<file path="src/rtl/irq_arbiter_pkg.sv">
// Shared constants and FSM encodings for the interrupt arbiter.
package irq_arbiter_pkg;

  localparam int IRQ_VEC_W = 3;

  typedef enum logic [1:0] {
    ST_IDLE    = 2'd0,
    ST_REQ     = 2'd1,
    ST_SERVICE = 2'd2
  } irq_state_t;

endpackage

</file>
<file path="src/rtl/irq_prio_enc.sv">
// Circular priority encoder: first set request at or above start_i, wrapping.
import irq_arbiter_pkg::*;

module irq_prio_enc #(
  parameter int NUM_IRQ = 5
) (
  input  logic [NUM_IRQ-1:0]   req_i,
  input  logic [IRQ_VEC_W-1:0] start_i,
  output logic [IRQ_VEC_W-1:0] idx_o,
  output logic                 valid_o
);

  always_comb begin
    int j;
    idx_o   = '0;
    valid_o = 1'b0;
    for (int i = 0; i < NUM_IRQ; i++) begin
      j = int'(start_i) + i;
      if (j >= NUM_IRQ) j = j - NUM_IRQ;
      if (j >= NUM_IRQ) j = j - NUM_IRQ;
      if (!valid_o && req_i[j]) begin
        idx_o   = IRQ_VEC_W'(j);
        valid_o = 1'b1;
      end
    end
  end

endmodule

</file>
<file path="src/rtl/irq_arbiter.sv">
// Interrupt arbiter between external interrupt sources and the CPU core.
import irq_arbiter_pkg::*;

module irq_arbiter #(
  parameter int NUM_IRQ     = 5,
  parameter int ROUND_ROBIN = 0,
  parameter int ENABLE      = 1
) (
  input  logic                 clk_i,
  input  logic                 rst_ni,
  input  logic                 ena_i,
  input  logic [NUM_IRQ-1:0]   irq_i,
  input  logic                 ie_i,
  input  logic                 irq_take_i,
  input  logic                 reti_i,
  output logic                 irq_req_o,
  output logic [IRQ_VEC_W-1:0] irq_vec_o,
  output logic [NUM_IRQ-1:0]   irq_ack_o,
  output logic                 busy_o
);

  localparam logic [IRQ_VEC_W-1:0] PTR_RST = IRQ_VEC_W'(NUM_IRQ - 1);

  irq_state_t                r_state, w_state_nxt;
  logic [IRQ_VEC_W-1:0]      r_vec, w_vec_nxt;
  logic [IRQ_VEC_W-1:0]      r_ptr, w_ptr_nxt;
  logic [NUM_IRQ-1:0]        r_ack, w_ack_nxt;
  logic [IRQ_VEC_W-1:0]      w_start, w_win;
  logic                      w_valid;
  logic [NUM_IRQ-1:0]        w_vec_onehot, w_win_onehot;
  logic                      w_cur_req;

  // Rotating search begins one past the last granted line.
  always_comb begin
    w_start = '0;
    if (ENABLE != 0 && ROUND_ROBIN != 0)
      w_start = (r_ptr == PTR_RST) ? '0 : r_ptr + 1'b1;
  end

  irq_prio_enc #(.NUM_IRQ(NUM_IRQ)) u_prio_enc (
    .req_i   (irq_i),
    .start_i (w_start),
    .idx_o   (w_win),
    .valid_o (w_valid)
  );

  always_comb begin
    w_vec_onehot = '0;
    w_win_onehot = '0;
    for (int i = 0; i < NUM_IRQ; i++) begin
      w_vec_onehot[i] = (r_vec == IRQ_VEC_W'(i));
      w_win_onehot[i] = (w_win == IRQ_VEC_W'(i)) && w_valid;
    end
  end

  assign w_cur_req = |(irq_i & w_vec_onehot);

  always_comb begin
    w_state_nxt = r_state;
    w_vec_nxt   = r_vec;
    w_ptr_nxt   = r_ptr;
    w_ack_nxt   = '0;
    unique case (r_state)
      ST_IDLE: begin
        if (ie_i && w_valid) begin
          w_state_nxt = ST_REQ;
          w_vec_nxt   = w_win;
        end
      end
      ST_REQ: begin
        // Take beats withdrawal; a rising higher-priority line never preempts.
        if (ena_i && irq_take_i) begin
          w_state_nxt = ST_SERVICE;
          w_ack_nxt   = w_vec_onehot;
          w_ptr_nxt   = r_vec;
        end else if (!w_cur_req || !ie_i) begin
          w_state_nxt = ST_IDLE;
        end
      end
      ST_SERVICE: begin
        if (ena_i && reti_i) w_state_nxt = ST_IDLE;
      end
      default: w_state_nxt = ST_IDLE;
    endcase
  end

  always_ff @(posedge clk_i) begin
    if (!rst_ni) begin
      r_state <= ST_IDLE;
      r_vec   <= '0;
      r_ptr   <= PTR_RST;
      r_ack   <= '0;
    end else begin
      r_state <= w_state_nxt;
      r_vec   <= w_vec_nxt;
      r_ptr   <= w_ptr_nxt;
      r_ack   <= w_ack_nxt;
    end
  end

  always_comb begin
    if (ENABLE != 0) begin
      irq_req_o = (r_state == ST_REQ);
      irq_vec_o = r_vec;
      irq_ack_o = r_ack;
      busy_o    = (r_state == ST_SERVICE);
    end else begin
      irq_req_o = (|irq_i) & ie_i;
      irq_vec_o = w_win;
      irq_ack_o = w_win_onehot & {NUM_IRQ{irq_take_i}};
      busy_o    = 1'b0;
    end
  end

endmodule
</file>
<file path="config.mk">
export PLATFORM = sky130hd
export DESIGN_NAME = irq_arbiter
export DESIGN_NICKNAME = d
export VERILOG_FILES = /design/src/rtl/irq_arbiter_pkg.sv /design/src/rtl/irq_prio_enc.sv /design/src/rtl/irq_arbiter.sv
export SDC_FILE = /design/constraint.sdc
export NUM_CORES = 1
export LEC_CHECK = 0
export ABC_AREA = 0
export CORE_AREA = 2 2 39 41
export DETAILED_ROUTE_END_ITERATION = 10
export DIE_AREA = 0 0 41 43
export DONT_BUFFER_PORTS = 1
export GPL_TIMING_DRIVEN = 0
export HOLD_SLACK_MARGIN = 0.12
export PLACE_DENSITY = 0.51
export SLEW_MARGIN = 20
export SYNTH_ARGS = -nofsm -noshare
export SYNTH_HDL_FRONTEND = slang
export SYNTH_SLANG_ARGS = --single-unit
</file>
<file path="constraint.sdc">
create_clock -name clk_i -period 2.6 [get_ports clk_i]
set_input_delay 0.52 -clock clk_i [delete_from_list [all_inputs] [get_ports clk_i]]
set_output_delay 0.52 -clock clk_i [all_outputs]
set_load 0.02 [all_outputs]
</file>
# --- Word level (Yosys, flattened, before mapping) ---
# Index checks and enable logic that the tools add are counted.
totals:
  out_inout_bits: 10
  ramBits: 0
  n_memories: 0
  register_bits: 10
  word_cells: 47
  romBits: 0
  latch_bits: 0
op_classes:
  n_div: 0
  add_sub_neg: 0
  n_shift: 0
  eq_ne: 9
  n_lt_le_gt_ge: 0
  multipliers: 0
  reduce_logical: 20
  bitwise_logic: 1
  n_mux: 14
ops:
  columns: ["cell", "n"]
  rows:
  - ["$mux W2", 6]
  - ["$logic_and A1 B1 Y1", 7]
  - ["$eq A3 B2 Y1 const B", 2]
  - ["$logic_not A1 Y1", 6]
  - ["$mux W1", 6]
  - ["$pmux W2 S3", 1]
  - ["$reduce_and A3 Y1", 2]
  - ["$and A5 B5 Y5", 1]
  - ["$reduce_or A5 Y1", 1]
  - ["$eq A3 B1 Y1 const B", 1]
  - ["$eq A3 B3 Y1 const B", 1]
  - ["$logic_not A3 Y1", 1]
  - ["$mux W3", 1]
  - ["$ne A3 B1 Y1 const B", 1]
  - ["$eq A2 B1 Y1 const B", 1]
  - ["$eq A2 B2 Y1 const B", 1]
  - ["$logic_not A2 Y1", 1]
  - ["$ne A2 B1 Y1 const B", 1]
  - ["$ne A2 B2 Y1 const B", 1]
  - ["$reduce_and A2 Y1", 1]
  - ["$logic_or A1 B1 Y1", 1]

# --- Longest topological paths before layout ---
# Gate-level depths: netlist (run 1).
logic_depth:
  word_depth: 16
  mapped_depth: 5

# --- Hierarchy ---
# A second synthesis (run 1) with hierarchy kept.
unflattened:
  cells_unflattened: 298
  hier_area_um2: 2284.7
by_module_without_submodules:
  columns: ["mod", "n_inst", "seq_area_each_um2", "area_per_inst_um2", "cells_per_inst"]
  rows:
  - ["irq_prio_enc", 1, 0.0, 1841.8, 253]
  - ["irq_arbiter", 1, 200.2, 442.9, 45]

# --- Worst setup path before layout (run 1) ---
# No wires, ideal clock.
synth_path:
  path_kind: "in2reg"
  start: "input port irq_i[0]"
  end: "register r_vec[1], in the netlist irq_vec_o[1]"
  path_slack_ps: 1094
  cell_stages: 4
  n_path_buf: 0
  required_ps: 2534
  setup_ps: 66
  arrival_ps: 1440
  cell_sequence: "or4_4 > o211ai_2 > nand2_1 > a21oi_2"
synth_between:
  elab_chain_len: 15
  word_cells_on_any_way: 18
synth_lines:
  columns: ["item", "line", "rtl"]
  rows:
  - ["from (decl)", "irq_arbiter.sv:12", "input logic [NUM_IRQ-1:0] irq_i,"]
  - ["$mux W1 *", "irq_prio_enc.sv:21", "if (!valid_o && req_i[j]) begin"]
  - ["$logic_not A1 Y1", "irq_prio_enc.sv:21", null]
  - ["$logic_and A1 B1 Y1", "irq_prio_enc.sv:21", null]
  - ["$mux W1 *", "irq_prio_enc.sv:21", null]
  - ["$logic_not A1 Y1", "irq_prio_enc.sv:21", null]
  - ["$logic_and A1 B1 Y1", "irq_prio_enc.sv:21", null]
  - ["$mux W1", "irq_prio_enc.sv:21", null]
  - ["$logic_not A1 Y1", "irq_prio_enc.sv:21", null]
  - ["$logic_and A1 B1 Y1", "irq_prio_enc.sv:21", null]
  - ["$mux W1", "irq_prio_enc.sv:21", null]
  - ["$logic_not A1 Y1", "irq_prio_enc.sv:21", null]
  - ["$logic_and A1 B1 Y1", "irq_prio_enc.sv:21", null]
  - ["$mux W1", "irq_prio_enc.sv:21", null]
  - ["$logic_and A1 B1 Y1", "irq_arbiter.sv:65", "if (ie_i && w_valid) begin"]
  - ["$reduce_and A2 Y1 (no source line)", null, null]
  - ["to (signal assigned)", "irq_arbiter.sv:95", "r_vec <= w_vec_nxt;"]
  - ["to (decl)", "irq_arbiter.sv:25", "logic [IRQ_VEC_W-1:0] r_vec, w_vec_nxt;"]
# Mark *: on every way between the ends. The rest lies on a longest branch, timed or not.
# A chain may end at the register's enable or synchronous reset.

# --- Worst setup path in the final report (run 1) ---
layout_path:
  start: "register r_state[1]"
  end: "output port busy_o"
layout_between:
  elab_chain_len: 1
layout_lines:
  columns: ["item", "line", "rtl"]
  rows:
  - ["from (decl)", "irq_arbiter.sv:24", "irq_state_t r_state, w_state_nxt;"]
  - ["from (signal assigned)", "irq_arbiter.sv:94", "r_state <= w_state_nxt;"]
  - ["$eq A2 B2 Y1", "irq_arbiter.sv:106", "busy_o = (r_state == ST_SERVICE);"]
  - ["to (decl)", "irq_arbiter.sv:19", "output logic busy_o"]
# Every way passes these cells.

==> flow_summary_export.csv, run 1 <==
group,metric,value,unit
synth,synth_top_area_share,44.0,%
clock_tree,tritoncts,"built",
synth,yosys.area_share.adder,0,%
worst_setup_path,path_class,"reg2out",
synth,synth_mux_area_share,2.20,%
clock_tree,htree_levels,1,
routing,ant_nets,0,
routing,vias_per_cell,5.80,
timing,layout_worst_path_cycle_share,61.5,%
synth,synth_top_cell_by_area,"dfxtp_1",
timing,worst_slew_pin_slew,439,ps
worst_setup_path,startpoint,"r_state[1]",
floorplan,rows,14,
job,maxCapViolations,0,
power_and_ir_drop,max-vdd-ir-drop,0.212,mV
timing,min_period,1600,ps
global_routing,grt_max_degree,10,
synth,ys_seq_area_share,44.0,%
timing,hold_viol,0,
timing,final-setup-viol-count,0,
place,preCtsSetupSlack,1040,ps
worst_setup_path,reg2reg_to,"r_state[0]",
power_and_ir_drop,p_total,331,µW
worst_setup_path,r2r-start,"irq_vec_o[0]",
routing,num_vias,400,
timing,relSlewSlack,70.7,%
synth,synth.area.top_cells,"dfxtp_1 (44%), and3_1 (5.5%), nor3_1 (4.4%)",
final_layout,area_growth,12.4,%
synth,synth_area,455,µm²
synth,synth_cells,49,
worst_setup_path,crit_slowest_cell,"nor2b_1",
floorplan,chipWidth,41,µm
clock_tree,cts_root_buf,"clkbuf_4",
power_and_ir_drop,p_per_area,646,nW/µm²
global_routing,antenna_found_initial,0,
clock_tree,clk_latency,260,ps
worst_setup_path,end_kind,"output port",
synth,syn_avg_cell_area,9.29,µm²
worst_setup_path,required,2080,ps
timing,fmaxAchievable,625,MHz
routing,drtIter0Drc,5,
global_routing,grt_pass1_wl,1.63,mm
place,placed_cells,65,
timing,layout_setup_ws,1000,ps
place,dp_hpwl,765,µm
place,gp_congestion,0.707,
worst_setup_path,endpoint,"busy_o",
worst_setup_path,cp_num_cells,1,
worst_setup_path,slowest_delay,410,ps
clock_tree,cts_resized,0,
routing,routed_wl,972,µm
synth,async_flop_share,0,%
timing,grt_setup_unrepaired,"false",
worst_setup_path,cp_num_buf_inv,0,
worst_setup_path,arrival,1080,ps
synth,synth_nets,60,
floorplan,die_area,1760,µm²
global_routing,grt_util_all_layers,14.5,%
place,io_buffers,0,
synth,synthXorXnorAreaFrac,0,%
worst_setup_path,reg2reg_depth,5,
synth,synth_cell_types,27,
synth,synth_enable_flop_cells,0,
worst_setup_path,crit_path_start_kind,"flip-flop",
worst_setup_path,critPathTopFamily,"simple AND/OR/NAND/NOR gates",
worst_setup_path,path_max_fanout,6,
timing,fin_skew,3.30,ps
clock_tree,cts.clk_slew.worst_paths,70,ps
min_path,worstHoldPathType,"in2reg",
power_and_ir_drop,leakagePower,0.193,nW
floorplan,die_h,43,µm
floorplan,core_area,1380,µm²
clock_tree,clk_path_buf_depth,2,
synth,synthFlopType,"dfxtp_1",
synth,synth_compound_area_share,21.4,%
final_layout,final_util,37.0,%
floorplan,start_util,32.9,%
routing,drc,0,
clock_tree,cts_buffers,3,
synth,synth_commonest_cells,"dfxtp_1 (10), and3_1 (4), nor3_1 (4)",
clock_tree,cts_setup_buffers,0,
final_layout,diodes,0,
global_routing,grt_pass1_vias,391,
run_status,status,"finished clean",
timing,drv_slew,0,
routing,first_pass_iters,2,
routing,routedWlPerCell,14.1,µm
global_routing,grt_overflow,0,
final_layout,finalNonFillerCells,69,
final_layout,fin_nets,65,
clock_tree,cts.sinks,10,
floorplan,ios,21,
worst_setup_path,reg2reg_slack,1060,ps
clock_tree,hold_buffers,0,
synth,synth.most_common_cell,"dfxtp_1",
synth,synthSimpleGateAreaFrac,28.8,%
synth,yosysWarnings,0,
worst_setup_path,crit_chain,"nor2b_1",
synth,ys_ff_latch,10,
final_layout,drive_gt1_share,15.1,%
synth,synth_top_family_by_area,"simple AND/OR/NAND/NOR gates",
timing,finalSetupTns,0,ps
worst reg2reg max path: stages, from the launching register on:
cell	delay, ps
dfxtp_1	440
buf_2	240
mux2i_1	200
a211oi_1	100
a2111oi_0	340
nor3_1	100
power breakdown:
part           internal (mW)  switching (mW)
combinational         0.0112          0.0154
sequential             0.157         0.00802
clock                 0.0849          0.0540
registers in the layout (all words and copies together) (netlist names):
register   cells
irq_ack_o      5
irq_vec_o      3
r_state        2
routing by layer:
metal / share of wire, % / vias up / GRT usage [%]
met5: 0 / - / 0
met4: 0.93 / 0 / 12.0
met3: 6.0 / 2 / 7.85
met2: 49 / 11 / 20.3
met1: 44 / 191 / 15.0
li1: - / 196 / -
placed cells by master, fill, tap and decap left out, types with 2 or more instances in the layout:
cell      count
a21boi_0      2
and3_1        4
clkbuf_4      3
dfxtp_1      10
inv_1         3
nand3_1       2
nor2_1        2
nor2b_1       2
nor3_1        4
nor4_1        2
how the worst min path moves through the flow:
| stage | endpoint | depth (start not counted) | slack [ps] | startpoint |
|---|---|---|---|---|
| after floorplan | r_state[0] | 2 | 550 | r_state[0] |
| after global placement | r_state[0] | 2 | 610 | r_state[0] |
| after detailed placement | r_state[0] | 2 | 600 | r_state[0] |
| after CTS | irq_vec_o[2] | 1 | 350 | ie_i |
| after global routing | irq_vec_o[0] | 1 | 330 | irq_i[0] |
| final | irq_vec_o[2] | 1 | 360 | ie_i |
cells by family (layout without fill, tap and decap cells):
logic type	after synthesis	in the layout
buffers and inverters	4	8
multiplexers	1	1
flip-flops	10	10
AO/OA/AOI/OAI	12	12
AND/OR/NAND/NOR	22	22
per-stage QoR:
stage / cell area (µm²) / hold WS, ps
6_report: 512 / 360
4_1_cts: 512 / 350
3_5_place_dp: 475 / 603
2_1_floorplan: 455 / 554
5_1_grt: 512 / 331
3_3_place_gp: 475 / 612
final cells by class:
cell class	instances	area [µm²]
fill	159	872
multi-input combinational	35	239
sequential	10	200
clock buffer	4	36.3
tap	16	20.0
inverter	3	11.3
buffer	1	5.00
(Power assumes the default switching activity.)
==> run 2: changes to the inputs <==
--- a/config.mk
+++ b/config.mk
@@ -12,7 +12,7 @@
 export DONT_BUFFER_PORTS = 1
 export GPL_TIMING_DRIVEN = 0
 export HOLD_SLACK_MARGIN = 0.12
-export PLACE_DENSITY = 0.51
+export PLACE_DENSITY = 0.53
 export SLEW_MARGIN = 20
 export SYNTH_ARGS = -nofsm -noshare
 export SYNTH_HDL_FRONTEND = slang
==> constraint.sdc (replaced) <==
create_clock -name clk_i -period 1.34 [get_ports clk_i]
set_input_delay 0.268 -clock clk_i [delete_from_list [all_inputs] [get_ports clk_i]]
set_output_delay 0.268 -clock clk_i [all_outputs]
set_load 0.02 [all_outputs]
==> flow_summary_export.csv, run 2 (synthesis gave the netlist of run 1 again) <==
group,metric,value,unit
floorplan,core_area,1380,µm²
clock_tree,cts.clk_slew.worst_paths,60,ps
worst_setup_path,end_kind,"flip-flop",
worst_setup_path,path_class,"reg2reg",
place,placed_cells,65,
floorplan,rows,14,
job,maxCapViolations,0,
final_layout,largest_register_ffs,5,
power_and_ir_drop,leakagePower,0.210,nW
timing,relSlewSlack,75.3,%
global_routing,grt_pass1_vias,387,
routing,vias_per_cell,5.71,
final_layout,area_growth,23.9,%
timing,grt_setup_unrepaired,"true",
final_layout,finalNonFillerCells,72,
final_layout,drive_gt1_share,21.4,%
clock_tree,cts.sinks,10,
clock_tree,cts_buffers,3,
global_routing,grt_overflow,0,
power_and_ir_drop,max-vdd-ir-drop,0.466,mV
clock_tree,clk_path_buf_depth,2,
final_layout,fin_nets,68,
floorplan,chipWidth,41,µm
routing,routedWlPerCell,13.0,µm
floorplan,die_h,43,µm
timing,worst_slew_pin_slew,370,ps
timing,fmaxAchievable,759,MHz
worst_setup_path,arrival,1450,ps
final_layout,final_common_cell,"dfxtp_1",
place,gp_congestion,0.742,
final_layout,final_cell_area,564,µm²
worst_setup_path,crit_path_start_kind,"flip-flop",
floorplan,die_area,1760,µm²
clock_tree,htree_levels,1,
routing,routed_wl,933,µm
routing,drtIter0Drc,12,
timing,final-setup-viol-count,0,
worst_setup_path,required,1480,ps
run_status,status,"finished clean",
routing,first_pass_iters,4,
final_layout,final_cell_mix,"dfxtp_1 (8), nor3_1 (4), and3_1 (4)",
clock_tree,tritoncts,"built",
timing,whs,150,ps
place,dp_hpwl,722,µm
timing,layout_worst_path_cycle_share,98.3,%
timing,min_period,1320,ps
place,preCtsSetupSlack,-99.9,ps
place,io_buffers,0,
min_path,worstHoldPathType,"in2reg",
global_routing,grt_pass1_wl,1.52,mm
global_routing,grt_max_degree,10,
power_and_ir_drop,p_total,646,µW
clock_tree,cts_root_buf,"clkbuf_4",
floorplan,ios,21,
timing,drv_slew,0,
global_routing,grt_util_all_layers,13.4,%
routing,ant_nets,0,
clock_tree,cts_setup_buffers,0,
worst_setup_path,path_max_fanout,9,
power_and_ir_drop,p_per_area,1150,nW/µm²
routing,drc,0,
timing,layout_setup_ws,23.3,ps
place,placed_area,479,µm²
final_layout,diodes,0,
routing,num_vias,411,
clock_tree,clk_latency,260,ps
floorplan,start_util,32.9,%
timing,hold_viol,0,
global_routing,antenna_found_initial,0,
timing,fin_skew,0.379,ps
## run 2: cell count changes in the layout (fill, tap and decap cells not counted), sizes merged
cell,change
dlygate4sd3,+3
## run 2: critical path, stage by stage (launching register included)
cell	delay, ps
dfxtp_4	380
buf_6	130
mux2i_1	180
a211oi_1	90
a2111oi_1	300
nor3_1	100
## run 2: worst paths after layout
check | start | to | slack (ps) | cells past startpoint
hold / removal | rst_ni | irq_vec_o[0] | 150 | 2
setup / recovery | irq_vec_o[0] | r_state[0] | 20 | 5
hold reg to reg | irq_vec_o[1] | irq_ack_o[0] | 560 | 1
setup reg to reg | irq_vec_o[0] | r_state[0] | 20 | 5
## run 2: cell type report
cell class              instances  area, µm²
plain buffers                   1       11.3
clock buffers                   4       36.3
fillers                       149        820
inverters                       3       11.3
multi-input cells              35        250
flip-flops and latches         10        205
well taps                      16       20.0
repair buffers                  3       30.0
## run 2: report_power, final
group / total [mW] / internal, mW / switching (mW)
Sequential: 0.321 / 0.305 / 0.0166
Combinational: 0.0629 / 0.0321 / 0.0308
Clock: 0.262 / 0.165 / 0.0971
Total: 0.646 / 0.502 / 0.144
## run 2: through the flow
| stage | util [%] | TNS [ps] |
|---|---|---|
| 2_1_floorplan | - | 0 |
| 3_3_place_gp | 34.6 | -39.1 |
| 3_5_place_dp | 34.6 | -99.9 |
| 4_1_cts | 40.4 | 0 |
| 5_1_grt | 40.8 | -77.2 |
| 6_report | 40.8 | 0 |
## run 2: layer usage
metal / global-route usage, % / vias up / share of wire, %
met5: 0 / - / 0
met4: 12.0 / 0 / 1.5
met3: 6.81 / 2 / 8.8
met2: 18.8 / 17 / 48
met1: 13.5 / 188 / 42
li1: - / 204 / -
## run 2: timing repair
item | in CTS | in global routing
gates resized for setup | 6 | 1
pin swaps | 0 | 0
endpoints found under the setup margin | 2 | 2
hold buffers | 3 | 0
endpoints found under the hold margin | 3 | 0
==> run 3: changes to the inputs <==
--- a/config.mk
+++ b/config.mk
@@ -13,7 +13,6 @@
 export GPL_TIMING_DRIVEN = 0
 export HOLD_SLACK_MARGIN = 0.12
 export PLACE_DENSITY = 0.53
-export SLEW_MARGIN = 20
 export SYNTH_ARGS = -nofsm -noshare
 export SYNTH_HDL_FRONTEND = slang
 export SYNTH_SLANG_ARGS = --single-unit
==> results of run 3 <==
No change in the layout: final DEF, timing and power equal those of run 2.
==> variant (config.mk and constraints of run 2) <==
`NUM_IRQ` is set to 5 in 2 places; all go to 6.
--- a/src/rtl/irq_prio_enc.sv
+++ b/src/rtl/irq_prio_enc.sv
@@ -2,7 +2,7 @@
 import irq_arbiter_pkg::*;
 
 module irq_prio_enc #(
-  parameter int NUM_IRQ = 5
+  parameter int NUM_IRQ = 6
 ) (
   input  logic [NUM_IRQ-1:0]   req_i,
   input  logic [IRQ_VEC_W-1:0] start_i,
--- a/src/rtl/irq_arbiter.sv
+++ b/src/rtl/irq_arbiter.sv
@@ -2,7 +2,7 @@
 import irq_arbiter_pkg::*;
 
 module irq_arbiter #(
-  parameter int NUM_IRQ     = 5,
+  parameter int NUM_IRQ     = 6,
   parameter int ROUND_ROBIN = 0,
   parameter int ENABLE      = 1
 ) (
Ports: changed (resized irq_ack_o and irq_i); port bits go from 21 to 23. No check against the original RTL was run, so the function may have changed too.
==> variant against run 2 <==
Routed wire length grew 3.8%. Sequential cell count rose by 1. Cell area rose by 2.2%. Total power fell by 1.2%. Synthesized area rose by 13%. Sequential power rose by 6.2%. Setup slack got worse by 0.0098 ns. Clock power is 14% lower. Synthesized cell count increased by 14%. Register-to-register slack better by 0.03 ns. Hold slack worse by 0.0078 ns. Maximum frequency down 0.74%. Combinational power grew 13%. Largest cell class unchanged. Highest routed layer unchanged.
==> variant: results (changes against run 2) <==
<table>
<tr><th>Metric</th><th>Value</th></tr>
<tr><th colspan="2">Status</th></tr>
<tr><td>Status</td><td>finished, final reports clean</td></tr>
<tr><th colspan="2">Detailed routing</th></tr>
<tr><td>DR pass1 iterations</td><td>2 (-2)</td></tr>
<tr><td>Vias per cell</td><td>5.289 (-7.3%)</td></tr>
<tr><td>DRT met1 WL</td><td>424 um (+8.2%)</td></tr>
<tr><td>Detail Route met2 WL</td><td>424 um (-4.5%)</td></tr>
<tr><td>Met3 routed wirelength</td><td>103 um (+26%)</td></tr>
<tr><th colspan="2">Cells and area</th></tr>
<tr><td>Share of post-route cells with drive strength above 1</td><td>0.2167 (+0.002381)</td></tr>
<tr><td>Number of nets at the end of the flow</td><td>73 (+7.4%)</td></tr>
<tr><td>Share of the core filled with cells in the final layout</td><td>0.4168 (+0.009041)</td></tr>
<tr><th colspan="2">Timing</th></tr>
<tr><td>Final clock skew</td><td>0.004107 ns (+0.003728 ns)</td></tr>
<tr><td>Min Hold Slack</td><td>0.1422 ns (-0.007814 ns)</td></tr>
<tr><th colspan="2">Critical path</th></tr>
<tr><td>Peak per-stage delay on the critical path</td><td>0.43 ns (+0.05 ns)</td></tr>
<tr><td>Minimum setup slack among reg-to-reg paths</td><td>0.05 ns (+0.03 ns)</td></tr>
<tr><td>Critical path data arrival time</td><td>1.06 ns (-0.39 ns)</td></tr>
<tr><td>Cell at the slowest stage of the critical path</td><td>nor2b_1</td></tr>
<tr><td>Reg-to-reg startpoint</td><td>r_state[0]</td></tr>
<tr><th colspan="2">Global routing</th></tr>
<tr><td>Via count of the first global-routing pass</td><td>413 (+6.7%)</td></tr>
<tr><td>Global-route total usage across every layer</td><td>0.1465 (+0.01280)</td></tr>
<tr><td>First-pass GRT wire length</td><td>1690 um (+11%)</td></tr>
<tr><th colspan="2">Power and ir drop</th></tr>
<tr><td>Cell area power density</td><td>1107 nW/um^2 (-3.3%)</td></tr>
<tr><td>Maximum resistive drop on vdd</td><td>0.0004321 V (-7.2%)</td></tr>
<tr><td>Leakage</td><td>0.2167 nW (+3.2%)</td></tr>
<tr><td>Power of the sequential group</td><td>341 uW (+6.2%)</td></tr>
<tr><th colspan="2">Yosys</th></tr>
<tr><td>Number of distinct library cells after synthesis</td><td>21 (-22%)</td></tr>
<tr><td>Cell types with the highest counts after synthesis</td><td>11 x dfxtp_1, 7 x nor2_1, 5 x inv_1, 5 x nor2b_1, 5 x nor3_1</td></tr>
<tr><th colspan="2">Placement</th></tr>
<tr><td>Placed Area</td><td>538.0 um^2 (+12%)</td></tr>
</table>
-- variant: cell types whose count changed after synthesis, sizes merged, moves of 2 or more --
cell / delta
a21boi: -2
and3: -3
inv: +2
nand2: +3
nor2: +5
nor2b: +3
nor4: -2
o21ai: +2
-- variant: metal layers --
layer | global-route usage | up-vias
li1 | - | 199
met2 | 0.1938 | 18
met4 | 0.1000 | 0
met1 | 0.1803 | 183
met3 | 0.06806 | 2
met5 | 0 | -
-- variant: area by class of cell --
cell class,count,share of cell area
inverter,5,0.03254
buffer,2,0.04772
clock buffer,4,0.04555
tap,16,0.03471
multi-input combinational,38,0.4447
sequential,11,0.3948
-- variant: kinds of logic after synthesis --
group	synth area share
AOI/OAI and AO/OA	0.1117
buffers and inverters	0.08252
DFF	0.4272
muxes	0.1117
and+or+nand+nor	0.2670
-- variant: worst max-delay path by stage --
stage | from | end | depth (start not counted)
after floorplan | irq_i[1] | irq_vec_o[0] | 4
after global placement | irq_i[1] | irq_vec_o[0] | 4
after detailed placement | irq_i[1] | irq_vec_o[0] | 4
after CTS | r_state[1] | busy_o | 1
after global routing | r_state[0] | irq_ack_o[1] | 4
final | r_state[1] | busy_o | 1
-- variant: repair_timing --
action / 4_1_cts / 5_1_grt
hold endpoints to repair: 0 / 0
resized for setup: 6 / 2
setup endpoints to repair: 5 / 6
-- variant: stage by stage --
stage,setup TNS (ns),cells
floorplan,-0.3282,56
global placement,-0.8773,72
detailed placement,-0.9436,72
CTS,0,76
global route,-0.3329,76
finish,0,76
-- variant: worst register-to-register path, cell delays in order, from the launching register on --
cell     delay, ns
dfxtp_1       0.35
nor2b_2       0.31
and3_1        0.25
nand3_1       0.16
nor3_1        0.15
